<file path="src/rtl/iir_fmt_pkg.sv">
// Shared constants and helpers for the IIR output formatter and its FIFO.
// Holds the rounding constant, the saturation bounds and the event-counter ceiling.
package iir_fmt_pkg;

  localparam logic [15:0] CNT_MAX = 16'hFFFF;

  // Half an output LSB, expressed at the input scaling.
  function automatic logic [127:0] rnd_const(input int frac_shift);
    return (frac_shift > 0) ? (128'd1 << (frac_shift - 1)) : 128'd0;
  endfunction

  function automatic logic signed [127:0] out_max(input int out_width);
    return (128'sd1 <<< (out_width - 1)) - 128'sd1;
  endfunction

  function automatic logic signed [127:0] out_min(input int out_width);
    return -(128'sd1 <<< (out_width - 1));
  endfunction

endpackage

</file>
<file path="src/rtl/iir_fmt_fifo.sv">
// Synchronous FIFO whose head entry sits in a register, so data/valid
// leave the block with no read-path logic in front of them.
module iir_fmt_fifo #(
  parameter int WIDTH = 16,
  parameter int DEPTH = 4
) (
  input  logic                         clk,
  input  logic                         rst,
  input  logic                         push,
  input  logic [WIDTH-1:0]             push_data,
  input  logic                         pop,
  output logic [WIDTH-1:0]             data,
  output logic                         valid,
  output logic [$clog2(DEPTH+1)-1:0]   count
);

  localparam int PTR_W = $clog2(DEPTH);
  localparam int CNT_W = $clog2(DEPTH + 1);

  logic [WIDTH-1:0] mem [DEPTH];
  logic [PTR_W-1:0] wr_ptr;
  logic [PTR_W-1:0] rd_ptr;
  logic [PTR_W-1:0] rd_next;
  logic [CNT_W-1:0] cnt_next;
  logic             pop_en;
  logic             push_en;

  assign valid    = (count != '0);
  assign pop_en   = pop & valid;
  assign push_en  = push & ((count != CNT_W'(DEPTH)) | pop_en);
  assign rd_next  = rd_ptr + PTR_W'(pop_en);
  assign cnt_next = count + CNT_W'(push_en) - CNT_W'(pop_en);

  // NOTE: sequential state uses <= so every register samples pre-edge values
  // regardless of statement order inside the block.
  always_ff @(posedge clk) begin
    if (rst) begin
      wr_ptr <= '0;
      rd_ptr <= '0;
      count  <= '0;
      data   <= '0;
    end else begin
      if (push_en) wr_ptr <= wr_ptr + PTR_W'(1);
      rd_ptr <= rd_next;
      count  <= cnt_next;
      // Head follows the next entry; a push landing on it bypasses storage.
      if (cnt_next != '0)
        data <= (push_en && (wr_ptr == rd_next)) ? push_data : mem[rd_next];
    end
  end

  // NOTE: storage is never reset; validity is tracked by count, and leaving
  // the array out of reset lets it map to plain RAM/flops without a reset tree.
  always_ff @(posedge clk) begin
    if (push_en) mem[wr_ptr] <= push_data;
  end

endmodule

</file>
<file path="src/rtl/iir_output_formatter.sv">
// Requantizes the IIR filter's full-precision output, saturates, and buffers it.
// Build macro IIR_FMT_ROUND_EN selects round-half-up; otherwise truncation.
module iir_output_formatter
  import iir_fmt_pkg::*;
#(
  parameter int IN_WIDTH   = 64,
  parameter int OUT_WIDTH  = 16,
  parameter int FRAC_SHIFT = 30,
  parameter int FIFO_DEPTH = 4
) (
  input  logic                 clk,
  input  logic                 rst,
  input  logic [IN_WIDTH-1:0]  in_data,
  input  logic                 in_valid,
  output logic                 in_ready,
  output logic [OUT_WIDTH-1:0] out_data,
  output logic                 out_valid,
  input  logic                 out_ready,
  input  logic                 sat_clr,
  output logic                 sat_flag,
  output logic [15:0]          overflow_count
);

  localparam int R_W   = IN_WIDTH + 1 - FRAC_SHIFT;
  localparam int CNT_W = $clog2(FIFO_DEPTH + 1);

  localparam logic signed [R_W-1:0]  R_MAX  = R_W'(out_max(OUT_WIDTH));
  localparam logic signed [R_W-1:0]  R_MIN  = R_W'(out_min(OUT_WIDTH));
  localparam logic [OUT_WIDTH-1:0]   SAT_HI = {1'b0, {(OUT_WIDTH-1){1'b1}}};
  localparam logic [OUT_WIDTH-1:0]   SAT_LO = {1'b1, {(OUT_WIDTH-1){1'b0}}};

  logic                  accept;
  logic signed [R_W-1:0] r_next;
  logic                  unused_frac;

  logic                  s1_valid;
  logic signed [R_W-1:0] s1_r;
  logic                  s2_valid;
  logic [OUT_WIDTH-1:0]  s2_data;

  logic [OUT_WIDTH-1:0]  sat_data;
  logic                  sat_hit;

  logic [CNT_W-1:0]      fifo_count;
  logic [CNT_W:0]        in_flight;

  assign accept = in_valid & in_ready;

  // Stage 1: arithmetic shift is a slice of the one-bit-wider sum.
`ifdef IIR_FMT_ROUND_EN
  localparam logic [IN_WIDTH:0] RND = (IN_WIDTH+1)'(rnd_const(FRAC_SHIFT));
  logic [IN_WIDTH:0] sum;
  assign sum         = {in_data[IN_WIDTH-1], in_data} + RND;
  assign r_next      = sum[IN_WIDTH:FRAC_SHIFT];
  assign unused_frac = ^sum[FRAC_SHIFT-1:0];
`else
  assign r_next      = {in_data[IN_WIDTH-1], in_data[IN_WIDTH-1:FRAC_SHIFT]};
  assign unused_frac = ^in_data[FRAC_SHIFT-1:0];
`endif

  // NOTE: every output of this block gets a default first, so no path
  // through the branches can leave a value unassigned and infer a latch.
  always_comb begin
    sat_data = s1_r[OUT_WIDTH-1:0];
    sat_hit  = 1'b0;
    if (s1_r > R_MAX) begin
      sat_data = SAT_HI;
      sat_hit  = s1_valid;
    end else if (s1_r < R_MIN) begin
      sat_data = SAT_LO;
      sat_hit  = s1_valid;
    end
  end

  always_ff @(posedge clk) begin
    if (rst) begin
      s1_valid <= 1'b0;
      s2_valid <= 1'b0;
    end else begin
      s1_valid <= accept;
      s2_valid <= s1_valid;
    end
  end

  // Datapath registers are qualified by the valids above and need no reset.
  always_ff @(posedge clk) begin
    if (accept)   s1_r    <= r_next;
    if (s1_valid) s2_data <= sat_data;
  end

  // A saturation in the same cycle as a clear keeps the flag set.
  always_ff @(posedge clk) begin
    if (rst) begin
      sat_flag       <= 1'b0;
      overflow_count <= '0;
    end else begin
      if (sat_hit)      sat_flag <= 1'b1;
      else if (sat_clr) sat_flag <= 1'b0;
      if (sat_hit && (overflow_count != CNT_MAX))
        overflow_count <= overflow_count + 16'd1;
    end
  end

  // Credit check counts in-flight pipeline samples so the FIFO can never overflow.
  assign in_flight = (CNT_W+1)'(fifo_count) + (CNT_W+1)'(s1_valid)
                   + (CNT_W+1)'(s2_valid);
  assign in_ready  = (in_flight < (CNT_W+1)'(FIFO_DEPTH));

  iir_fmt_fifo #(
    .WIDTH (OUT_WIDTH),
    .DEPTH (FIFO_DEPTH)
  ) u_fifo (
    .clk       (clk),
    .rst       (rst),
    .push      (s2_valid),
    .push_data (s2_data),
    .pop       (out_valid & out_ready),
    .data      (out_data),
    .valid     (out_valid),
    .count     (fifo_count)
  );

endmodule

</file>
<file path="config.mk">
export PLATFORM = sky130hd
export DESIGN_NAME = iir_output_formatter
export DESIGN_NICKNAME = d
export VERILOG_FILES = /design/src/rtl/iir_fmt_pkg.sv /design/src/rtl/iir_fmt_fifo.sv /design/src/rtl/iir_output_formatter.sv
export SDC_FILE = /design/constraint.sdc
export NUM_CORES = 1
export LEC_CHECK = 0
export CAP_MARGIN = 20
export CORE_MARGIN = 5
export CORE_UTILIZATION = 30
export CTS_CLUSTER_DIAMETER = 60
export DETAILED_ROUTE_END_ITERATION = 6
export REMOVE_ABC_BUFFERS = 1
export SYNTH_ARGS = -nofsm -noshare
export SYNTH_HDL_FRONTEND = slang
export SYNTH_HIERARCHICAL = 1
export SYNTH_SLANG_ARGS = --single-unit
</file>
<file path="constraint.sdc">
create_clock -name clk -period 4.67 [get_ports clk]
set_input_delay 0.467 -clock clk [delete_from_list [all_inputs] [get_ports clk]]
set_output_delay 0.467 -clock clk [all_outputs]
set_load 0.02 [all_outputs]
</file>
==> run summary <==
Post-route DRC: 0
Synth warnings: 6
Antenna violations before repair: 0
Largest delay contributor family on the critical path: simple AND/OR/NAND/NOR gates
Setup_tns: 0 ns
Worst Setup Start Kind: register
Post-Route WL: 13100 um
Final ANT Viol Nets: 0
Pleak: 2.72 nW
Arrival time worst endpoint: 4.19 ns
Clk buf depth: 2
Fin. Hold Viols: 0
Tot Pwr: 4.49 mW
Data required time of the worst path: 4.99 ns
Critical Path Slowest Stage Cell: or4b_1
Clk_skew: 0.00681 ns
Utilization after layout: 38.3%
Starting Density: 30.5%
First-pass GRT wire length: 20700 um
Crit path capture type: register
Largest net degree at the start of global routing: 35
Least-Margin Pin Slew: 0.867 ns
IO Pins: 104
Setup CP Type: register to register
GPL Wtd Cong: 0.730
Vias per cell: 4.74
Met3 usage: 3.98%
Minimum clock period: 3.86 ns
CTS buffer count: 17
CTS tree: done
Count of cell types in the netlist: 53
Clk sinks: 156
FMAX: 0.259 GHz
Via Count: 3746
Slew headroom: 42.2%
Final #Nets: 581
Fill count: 1993
GRT Total Usage: 11.1%
Clk Tree Root Cell: clkbuf_16
Die Ht: 156 um
H-tree levels: 4
ANT cells: 0
Final setup fails: 0
Cell Area, Synth: 6430 um2
PortBufs: 73
Syn_area_per_cell: 15.2 um2
Synth async-reset ratio: 0%
Setup bufs post-CTS: 0
Synth top area cells: edfxtp_1, dfxtp_1, mux4_2
Post-synthesis cell count: 423
Outcome: complete, no violations
# rows: 53
CP max FO: 32
Period utilisation layout: 82.7%
Sequential area share after synthesis: 66.3%
Post-synth EDFFs: 114
Met1 Track Usage GR: 13.8%
Gr busiest metal: met2
Placed cell area: 7410 um2
Gr ovfl total: 0
Layout cells sized above 1: 19.2%
Largest area contributor in the netlist: edfxtp_1
Met2 GRT Util: 18.3%
First-pass iteration count of the detailed router: 4
Placed insts: 757
Hold buffer count at cts: 0
Max incr delay on CP: 0.68 ns
Max VDD drop: 0.457 mV
Final instance area: 8080 um2
Hold/Removal Path Class: register to register
Clk_lat worst skew: 0.42 ns
Synth-to-Final Area Change: 25.6%
Post-synth top area share: 53.3%
Pwr dens: 556 nW/um2
#FFs+latches synth: 156
Core area: 21100 um2
DRT iter0 DRCs: 213
Total of max-cap violations: 0
Die area: 24500 um2
Buffers and inverters on the worst path: 3
Slew Limit Fails: 0
Post-DP HPWL: 8320 um
RSZ-0062 raised after global routing: false
CTS clk-pin slew, worst paths: 0.06 ns
Wire length per cell: 16.6 um
CP Cell Sequence: or3_2, and2_1, or4b_1, and2_2, inv_1, ha_1, inv_1, ha_1, fa_1, nor3_4, buf_12, a21oi_1, a221oi_1
Number of global-route vias before repair: 3866
Ys flop type: edfxtp_1
Non-Filler Instances: 790
Post-CTS Resized: 0
Chip Width: 156 um
-- worst reg2reg max path: stages, from the launching register on --
cell,delay [ns]
dfxtp_1,0.35
or3_2,0.49
and2_1,0.18
or4b_1,0.68
and2_2,0.29
inv_1,0.06
ha_1,0.22
inv_1,0.06
ha_1,0.16
fa_1,0.47
nor3_4,0.24
buf_12,0.24
a21oi_1,0.08
a221oi_1,0.26
-- final timing paths --
check	start	endpoint	slack, ns	cells past startpoint
worst min-delay path	u_fifo/data[5]$_SDFFE_PP0P_	u_fifo/data[5]$_SDFFE_PP0P_	0.46	2
worst max-delay path	u_fifo/count[1]$_SDFF_PP0_	u_fifo/data[13]$_SDFFE_PP0P_	0.81	13
worst max register to register	u_fifo/count[1]$_SDFF_PP0_	u_fifo/data[13]$_SDFFE_PP0P_	0.81	13
worst min register to register	u_fifo/data[5]$_SDFFE_PP0P_	u_fifo/data[5]$_SDFFE_PP0P_	0.46	2
-- registers in the layout (all words and copies together) (netlist names) --
register and flops:
s1_r 34, u_fifo/data 16, sat_flag 1, u_fifo/wr_ptr 2, u_fifo/count 3, s2_data 16
u_fifo/mem 64, overflow_count 16, u_fifo/rd_ptr 2, s2_valid 1, s1_valid 1
-- kinds of logic after synthesis --
family                     Yosys count  share of synthesized area [%]
and+or+nand+nor                    108                           9.93
muxes                               21                           6.64
xor gates and xnor gates             5                           1.30
buffers and inverters               48                           3.93
AOI/OAI and AO/OA                   75                           9.81
adders and majority gates           10                           2.06
DFF                                156                           66.3
-- cell type report --
| type | instances | area [um2] | share of cell area, % |
|---|---|---|---|
| flip-flops and latches | 156 | 4260 | 52.8 |
| multi-input cells | 219 | 1910 | 23.7 |
| repair buffers | 80 | 798 | 9.89 |
| inverters | 28 | 105 | 1.30 |
| clock inverters | 15 | 226 | 2.80 |
| well taps | 275 | 344 | 4.26 |
| clock buffers | 17 | 425 | 5.27 |
-- power breakdown --
part / internal [mW] / switching, mW
registers: 1.70 / 0.0964
logic: 0.527 / 0.644
clock network: 0.992 / 0.528
-- placed cells by master, fill, tap and decap left out, drive strengths merged, types with 3 or more instances in the layout --
cell type,n
buf,8
and2,4
nor3,7
clkdlybuf4s50,72
or4,9
a21oi,30
nand2,23
nand3,7
o31ai,6
edfxtp,114
or3,4
mux2,4
or4b,3
bufinv,6
dfxtp,42
clkbuf,17
nand4,12
a221oi,16
and3,5
nor2b,9
nor4,4
ha,9
a21o,16
o21ai,3
mux4,16
inv,28
clkinv,7
nor2,17
-- cell usage after synthesis (3+ instances only) --
library cell / instances
nor2b_1: 9
a21oi_2: 10
buf_6: 3
a21o_1: 16
ha_1: 9
or4_1: 7
nand2_1: 23
nor2_1: 16
o31ai_1: 6
mux4_2: 16
edfxtp_1: 114
dfxtp_1: 42
mux2_4: 3
clkbuf_1: 6
nor3_1: 3
a221oi_1: 6
buf_4: 3
nor4_1: 4
a21oi_1: 20
nand3_1: 7
buf_2: 5
or3_1: 3
and2_1: 3
and3_2: 4
nor3_2: 3
a221oi_2: 10
inv_1: 28
o21ai_1: 3
nand4_1: 11
-- metrics by stage --
| step | hold slack (ns) | worst slack (ns) |
|---|---|---|
| floorplan | 0.482 | 0.371 |
| global placement | 0.451 | 0.852 |
| detailed placement | 0.456 | 0.801 |
| CTS | 0.465 | 0.773 |
| global route | 0.484 | 0.511 |
| finish | 0.464 | 0.807 |
-- per-layer routing --
layer / part of all wire, % / vias to the layer above
li1: - / 1783
met1: 44 / 1845
met2: 50 / 106
met3: 5.6 / 12
met4: 0.94 / 0
met5: 0 / -
Note: power is estimated with default switching activity, not from simulation.
